==> src/rtl/i2s_dac_tx.sv <==
// I2S transmitter: serialises buffered stereo PCM frames onto aud_dacdat, MSB first,
// one bclk after each LRC edge, using bclk/lrc from a generator in the same clk domain.
module i2s_dac_tx #(
  parameter int DATA_W = 24
) (
  input  logic              clk,
  input  logic              rst_n,
  input  logic              aud_bclk,
  input  logic              aud_lrc,
  input  logic              s_valid,
  output logic              s_ready,
  input  logic [DATA_W-1:0] s_left,
  input  logic [DATA_W-1:0] s_right,
  output logic              aud_dacdat,
  output logic              frame_start,
  output logic              underrun
);

  typedef enum logic [1:0] {
    ST_IDLE  = 2'd0,
    ST_LEFT  = 2'd1,
    ST_RIGHT = 2'd2
  } state_t;

  state_t            state_r;
  logic              bclk_d_r;
  logic              lrc_d_r;
  logic [4:0]        bit_idx_r;
  logic [DATA_W-1:0] buf_left_r;
  logic [DATA_W-1:0] buf_right_r;
  logic [DATA_W-1:0] sh_left_r;
  logic [DATA_W-1:0] sh_right_r;

  logic              fall_s;
  logic              slot_start_s;
  logic              load_s;
  logic              accept_s;
  logic [DATA_W-1:0] cur_word_s;
  logic [4:0]        bit_idx_nxt_s;
  logic              data_bit_s;

  // Bit k (1..DATA_W) of a slot carries word bit DATA_W-k; everything else is padding.
  function automatic logic pick_bit(input logic [DATA_W-1:0] word, input logic [4:0] idx);
    logic [DATA_W-1:0] shifted;
    shifted = {DATA_W{1'b0}};
    if ((idx == 5'd0) || (idx > 5'(DATA_W))) begin
      pick_bit = 1'b0;
    end else begin
      shifted  = word >> (5'(DATA_W) - idx);
      pick_bit = shifted[0];
    end
  endfunction

  // Edge detection, frame load decision and current output bit.
  always_comb begin
    fall_s        = bclk_d_r & ~aud_bclk;
    slot_start_s  = fall_s & (aud_lrc != lrc_d_r);
    load_s        = slot_start_s & ~aud_lrc & ((state_r == ST_IDLE) || (state_r == ST_RIGHT));
    accept_s      = s_valid & s_ready;
    bit_idx_nxt_s = (bit_idx_r == 5'd31) ? 5'd31 : (bit_idx_r + 5'd1);
    case (state_r)
      ST_LEFT:  cur_word_s = sh_left_r;
      ST_RIGHT: cur_word_s = sh_right_r;
      default:  cur_word_s = {DATA_W{1'b0}};
    endcase
    data_bit_s = pick_bit(cur_word_s, bit_idx_r);
  end

  // Slot FSM, bit counter, shift registers and registered serial/pulse outputs.
  always_ff @(posedge clk or negedge rst_n) begin
    if (!rst_n) begin
      state_r     <= ST_IDLE;
      bclk_d_r    <= 1'b0;
      lrc_d_r     <= 1'b0;
      bit_idx_r   <= 5'd0;
      sh_left_r   <= {DATA_W{1'b0}};
      sh_right_r  <= {DATA_W{1'b0}};
      aud_dacdat  <= 1'b0;
      frame_start <= 1'b0;
      underrun    <= 1'b0;
    end else begin
      bclk_d_r    <= aud_bclk;
      frame_start <= 1'b0;
      underrun    <= 1'b0;
      if (fall_s) begin
        lrc_d_r <= aud_lrc;
        if (slot_start_s) begin
          bit_idx_r  <= 5'd1;
          aud_dacdat <= 1'b0;
          case (state_r)
            ST_IDLE:  if (!aud_lrc) state_r <= ST_LEFT;
            ST_LEFT:  if (aud_lrc)  state_r <= ST_RIGHT;
            ST_RIGHT: if (!aud_lrc) state_r <= ST_LEFT;
            default:  state_r <= ST_IDLE;
          endcase
          // Both channels are captured together so a frame is never torn.
          if (load_s) begin
            frame_start <= 1'b1;
            if (!s_ready) begin
              sh_left_r  <= buf_left_r;
              sh_right_r <= buf_right_r;
            end else begin
              underrun   <= 1'b1;
              sh_left_r  <= {DATA_W{1'b0}};
              sh_right_r <= {DATA_W{1'b0}};
            end
          end
        end else begin
          bit_idx_r  <= bit_idx_nxt_s;
          aud_dacdat <= data_bit_s;
        end
      end
    end
  end

  // Single-entry frame buffer; s_ready doubles as the buffer-empty flag.
  always_ff @(posedge clk or negedge rst_n) begin
    if (!rst_n) begin
      s_ready     <= 1'b1;
      buf_left_r  <= {DATA_W{1'b0}};
      buf_right_r <= {DATA_W{1'b0}};
    end else if (load_s && !s_ready) begin
      s_ready <= 1'b1;
    end else if (accept_s) begin
      s_ready     <= 1'b0;
      buf_left_r  <= s_left;
      buf_right_r <= s_right;
    end
  end

endmodule
==> config.mk <==
export PLATFORM = sky130hd
export DESIGN_NAME = i2s_dac_tx
export DESIGN_NICKNAME = d
export VERILOG_FILES = /design/src/rtl/i2s_dac_tx.sv
export SDC_FILE = /design/constraint.sdc
export NUM_CORES = 1
export LEC_CHECK = 0
export BUFFER_PORTS_ARGS = -buffer_cell sky130_fd_sc_hd__buf_2
export CAP_MARGIN = 15
export CORE_AREA = 2 2 92 94
export DETAILED_ROUTE_END_ITERATION = 16
export DIE_AREA = 0 0 94 96
export PLACE_DENSITY = 0.84
export SLEW_MARGIN = 20
export SYNTH_ARGS = -nofsm -noshare
export SYNTH_HDL_FRONTEND = slang
export SYNTH_SLANG_ARGS = --single-unit
export TNS_END_PERCENT = 1
==> constraint.sdc <==
create_clock -name clk -period 4.03 [get_ports clk]
set_clock_uncertainty 0.15 [all_clocks]
set_input_delay 0.6045 -clock clk [delete_from_list [all_inputs] [get_ports clk]]
set_output_delay 0.6045 -clock clk [all_outputs]
set_load 0.01 [all_outputs]
# Word level (Yosys, flattened, before mapping)
# Index checks and enable logic that the tools add are counted.
# classes
bitwise_logic	8
shift	1
reduce_logical	11
n_eq_ne	6
muxes	19
order_cmp	1
n_addsub	2
# ops
cell	count
24-bit two-way mux	2
24-bit one-hot mux with 2 select lines	1
24-bit by 5-bit >> shifter with 1-bit output	1
1-bit two-way mux	11
5-bit two-way mux	2
5-bit by 1-bit adder with 5-bit output, second input constant	1
1-bit bitwise AND	5
5-bit == test, second input constant	1
5-bit > comparator, second input constant	1
5-bit zero test	1
5-bit subtractor, first input constant	1
2-bit two-way mux	2
2-bit != test, second input constant	2
2-bit one-hot mux with 2 select lines	1
4-bit AND reduction	1
1-bit NOT	3
3-bit AND reduction	1
2-bit by 1-bit == test with 1-bit output, second input constant	1
2-bit == test, second input constant	1
2-bit zero test	1
1-bit logical OR	2
2-bit AND reduction	1
2-bit nonzero test	1
2-bit OR reduction	1
3 further kinds	3
# word_totals
word_cells	60
input_bits	53
register_bits	109

# Longest topological paths before layout
# logic_depth
word_depth	8
mapped_depth	10

# Worst setup path before layout
# OpenSTA, ideal clock, no wires.
# synth_timing
path_type	reg2reg
startpoint	register bit_idx_r[0]
endpoint	register aud_dacdat
path_slack_ps	1748
setup_time_ps	104
stages_incl_launch_ff	8
arrival_ps	2028
required_time_ps	3776
path_cell_list	dfrtp_1 inv_1 ha_1 xor2_4 mux4_2 nor2_2 nor4_2 o41ai_2
# synth_via
elab_chain_cells	4
# synth_lines
element	line_no	rtl
from (decl)	28	logic [4:0] bit_idx_r;
from (signal assigned)	109	bit_idx_r <= bit_idx_nxt_s;
5-bit subtractor, or another cell as far along	49	shifted = word >> (5'(DATA_W) - idx);
24-bit by 5-bit >> shifter with 1-bit output / 1-bit logical OR (equally long branches)	49, 46	
1-bit two-way mux *	46	if ((idx == 5'd0) || (idx > 5'(DATA_W))) begin
1-bit two-way mux *	87	if (slot_start_s) begin
to (signal assigned)	110	aud_dacdat <= data_bit_s;
to (decl)	14	output logic aud_dacdat,
# Mark *: on every way between the ends. The rest lies on a longest branch, timed or not.
# A chain may end at the register's enable or synchronous reset.

# Worst setup path after layout
# layout_timing
startpoint	register state_r[0]
endpoint	register aud_dacdat
# layout_via
elab_chain_cells	5
# layout_lines
element	line_no	rtl
from (decl)	25	state_t state_r;
from (signal assigned)	72	state_r <= ST_IDLE;
from (signal assigned)	91	ST_IDLE: if (!aud_lrc) state_r <= ST_LEFT;
from (signal assigned)	92	ST_LEFT: if (aud_lrc) state_r <= ST_RIGHT;
2-bit == test / 2-bit by 1-bit == test with 1-bit output (equally long branches)	61	case (state_r)
24-bit one-hot mux with 2 select lines *	61	
24-bit by 5-bit >> shifter with 1-bit output *	49	
1-bit two-way mux *	46	
1-bit two-way mux *	87	
# Marks and branches as above.

==> impl_table.tex <==
\begin{tabular}{lr}
\hline
Metric & Value \\
\hline
\multicolumn{2}{l}{\textbf{Cells and area}} \\
Final cell count without fillers & about 590 \\
Layout area overhead & 9.97\% \\
Share of final-layout standard cells stronger than drive strength 1 & 0.275 \\
Filler cell count in the final layout & between 600 and 700 \\
Share of the core filled with cells & 0.681 \\
Post-layout instance area & approximately 5500 sq um \\
Antenna diode count & 0 \\
Net total in the final layout & around 540 \\
\multicolumn{2}{l}{\textbf{Yosys}} \\
Top cell type's share of synthesized area & 0.542 \\
Post-synth top cells & sky130\_fd\_sc\_hd\_\_dfrtp\_1, sky130\_fd\_sc\_hd\_\_nand2\_1, sky130\_fd\_sc\_hd\_\_o21ai\_0 \\
Share of async-settable or async-resettable flops after synthesis & 1.00 \\
Number of enable flip-flop cells after synthesis & 0 \\
Number of instances in the synthesized netlist & around 450 \\
Synth cell types & 40 \\
Number of warnings reported in the yosys synthesis log & 0 \\
Dominant register cell in the synthesized netlist & sky130\_fd\_sc\_hd\_\_dfrtp\_1 \\
Main area contributors after synthesis & sky130\_fd\_sc\_hd\_\_dfrtp\_1, sky130\_fd\_sc\_hd\_\_mux2\_2, sky130\_fd\_sc\_hd\_\_nand2b\_1 \\
Number of synthesized register bits & between 100 and 150 \\
Register area share after synthesis & 0.548 \\
Post-synth top area cell & sky130\_fd\_sc\_hd\_\_dfrtp\_1 \\
Total nets after synthesis & just over 500 \\
Avg Synthesized Cell Area & $\sim$11 sq um \\
Summed instance area of the synthesized netlist & around 5000 sq um \\
Most repeated cell in the gate-level netlist after synthesis & sky130\_fd\_sc\_hd\_\_dfrtp\_1 \\
\multicolumn{2}{l}{\textbf{STA}} \\
Final worst path period share & 0.686 \\
Headroom to the max-slew limit & 0.388 \\
Achievable Freq & 0.362 GHz \\
RSZ-0062 raised after global routing & no \\
Final number of setup-violating endpoints & 0 \\
Number of pins with negative max-slew slack in the final report & 0 \\
Post-route minimum period & approximately 2800 ps \\
Pin slew with the least headroom to its limit & between 900 and 1000 ps \\
Number of hold violations in the final report & 0 \\
Final TNS setup & 0 ps \\
\multicolumn{2}{l}{\textbf{Job}} \\
Max cap viols & 0 \\
\multicolumn{2}{l}{\textbf{Power and ir drop}} \\
Power density relative to cell area & approximately 650 nW/um\^{}2 \\
Total leakage power & 2.54 nW \\
Peak supply drop & 0.000389 V \\
\multicolumn{2}{l}{\textbf{CTS}} \\
Largest buffer count on any clock path & 2 \\
Clock transition at path regs & 100 ps \\
Number of buffers inserted during clock tree synthesis & 9 \\
Post-CTS setup buffer count & 0 \\
Latest clock arrival within the worst-skew pair & approximately 370 ps \\
CTS H-tree lvls & 3 \\
Clock tree from TritonCTS & built \\
Clock sink count & approximately 110 \\
Number of buffers inserted for hold repair after clock tree synthesis & 0 \\
Root Buffer Master & sky130\_fd\_sc\_hd\_\_clkbuf\_8 \\
CTS-repair resized insts & 0 \\
\multicolumn{2}{l}{\textbf{Die}} \\
Initial core utilization & 0.619 \\
Die Y-Extent & roughly 96 microns \\
Die area & around 9000 sq um \\
I/O pin count & 57 \\
Floorplan row count & 33 \\
Overall die width & 94 microns \\
Std-Cell Core Area & about 8100 sq um \\
\multicolumn{2}{l}{\textbf{Worst setup path}} \\
WP data arrival & about 2900 ps \\
Required time of the critical path & around 4200 ps \\
Critical Path End Type & flop \\
Family with the most delay on the worst path & adder cells \\
Count of buffer and inverter cells on the critical path & 1 \\
Startpoint kind of the worst setup timing path & flop \\
Worst Path Max Fanout & 27 \\
Critical-path cell list & inv\_1 > ha\_1 > a22oi\_1 > mux4\_2 > nor2\_1 > a211oi\_1 > o41ai\_2 \\
Reg2Reg Launch Point & state\_r[0] \\
Type of the worst setup path & reg -> reg \\
Startpoint of the worst setup timing path & state\_r[0] \\
Highest-delay cell along the critical path & sky130\_fd\_sc\_hd\_\_ha\_1 \\
Peak per-stage delay on the critical path & about 760 ps \\
\multicolumn{2}{l}{\textbf{GRT}} \\
Initial antenna violation count & 0 \\
Number of global-route vias before repair & 3261 \\
Pin count of the biggest net entering global routing & 85 \\
First-pass GRT wire length & about 16 mm \\
Overall global routing resource usage & 0.226 \\
Final global-route overflow total & 0 \\
\multicolumn{2}{l}{\textbf{Drt}} \\
Wire length per cell after detailed routing & 15.6 microns \\
Number of DRC violations after detailed routing & 0 \\
Residual antenna-violating net count after detailed routing & 0 \\
Vias after detailed routing & approximately 3400 \\
Wire length after detailed routing & roughly 9.3 mm \\
Drt via density & approximately 5.7 \\
Iter 0 DRT Violations & between 200 and 300 \\
Length of the first detailed-routing pass in iterations & 5 \\
\multicolumn{2}{l}{\textbf{Outcome}} \\
Status & finished clean \\
\multicolumn{2}{l}{\textbf{Placed design}} \\
Number of cells in the design after placement & slightly below 600 \\
IO Port Bufs & 56 \\
Area after DPL & between 5000 and 6000 sq um \\
HPWL after detailed placement & roughly 6.6 mm \\
GP Congestion & 0.839 \\
\multicolumn{2}{l}{\textbf{Min path}} \\
Tightest Hold Check Type & in -> async \\
\hline
\end{tabular}
## per-layer routing
metal	up-vias	wire length, microns	GRT usage
met5	-	0	0
met4	0	253	0.103
met3	21	340	0.0392
met2	88	4790	0.383
met1	1649	3880	0.289
li1	1613	-	-
## flip-flops by register name, indices dropped and copies added (netlist names), 2 cells and up
name and count:
sh_right_r 24, buf_right_r 24, buf_left_r 24, sh_left_r 24, bit_idx_r 5, state_r 2
## per-stage QoR
stage / power, mW / setup WS [ps] / hold WS (ps)
floorplan: 2.63 / 1750 / 159
finish: 3.55 / 1270 / 96.9
CTS: 3.58 / 1300 / 211
global route: 3.79 / 1070 / 181
detailed placement: 2.90 / 1320 / 322
global placement: 2.81 / 1420 / 324
## final cells by class
type	instances	area, sq um	area share
well taps	105	131	0.0240
repair buffers	59	309	0.0564
clock buffers	11	151	0.0276
flip-flops and latches	109	2730	0.498
clock inverters	4	55.1	0.0100
inverters	7	26.3	0.00479
multi-input cells	297	2080	0.379
## where the power goes
| part | total (mW) | internal (mW) | switching [mW] | leakage, nW |
|---|---|---|---|---|
| clock network | 0.682 | 0.323 | 0.360 | 0.102 |
| registers | 1.81 | 1.50 | 0.310 | 1.42 |
| logic | 1.06 | 0.535 | 0.524 | 1.02 |
| total | 3.55 | 2.36 | 1.19 | 2.54 |
## layout by cell type (no fill, tap or decap), types with 2 or more instances in the layout
| cell | Yosys | final |
|---|---|---|
| sky130_fd_sc_hd__nand2b_1 | 51 | 51 |
| sky130_fd_sc_hd__ha_1 | 7 | 7 |
| sky130_fd_sc_hd__clkbuf_8 | 0 | 11 |
| sky130_fd_sc_hd__buf_4 | 4 | 3 |
| sky130_fd_sc_hd__nand4_1 | 2 | 2 |
| sky130_fd_sc_hd__mux4_2 | 3 | 3 |
| sky130_fd_sc_hd__nor3_1 | 2 | 2 |
| sky130_fd_sc_hd__inv_6 | 0 | 2 |
| sky130_fd_sc_hd__and3_1 | 2 | 2 |
| sky130_fd_sc_hd__nand2_1 | 57 | 56 |
| sky130_fd_sc_hd__a211oi_1 | 4 | 4 |
| sky130_fd_sc_hd__dfrtp_1 | 108 | 108 |
| sky130_fd_sc_hd__inv_1 | 7 | 7 |
| sky130_fd_sc_hd__mux2_2 | 49 | 49 |
| sky130_fd_sc_hd__nor2_1 | 7 | 7 |
| sky130_fd_sc_hd__xnor2_1 | 4 | 4 |
| sky130_fd_sc_hd__a22o_1 | 2 | 2 |
| sky130_fd_sc_hd__a22oi_1 | 16 | 16 |
| sky130_fd_sc_hd__a221oi_1 | 6 | 6 |
| sky130_fd_sc_hd__nand3_1 | 6 | 6 |
| sky130_fd_sc_hd__o21ai_0 | 55 | 55 |
| sky130_fd_sc_hd__a21oi_1 | 8 | 8 |
| sky130_fd_sc_hd__buf_2 | 7 | 55 |
## logic make-up after synthesis
logic type / Yosys count / synth area share
xor gates and xnor gates: 5 / 0.0126
muxes: 53 / 0.126
adders and majority gates: 7 / 0.0176
AOI/OAI and AO/OA: 99 / 0.123
and+or+nand+nor: 133 / 0.135
DFF: 109 / 0.548
buffers and inverters: 39 / 0.0387
## worst paths after layout
path | to | slack (ps) | depth (start not counted)
worst max-delay path | aud_dacdat | 1270 | 7
worst min-delay path | bclk_d_r | 100 | 1
worst max register to register | aud_dacdat | 1270 | 7
worst min register to register | sh_left_r[1] | 340 | 2
max in group asynchronous | buf_right_r[6] | 2790 | 2
min in group clk | bclk_d_r | 210 | 1
Note: power is estimated with default switching activity, not from simulation.
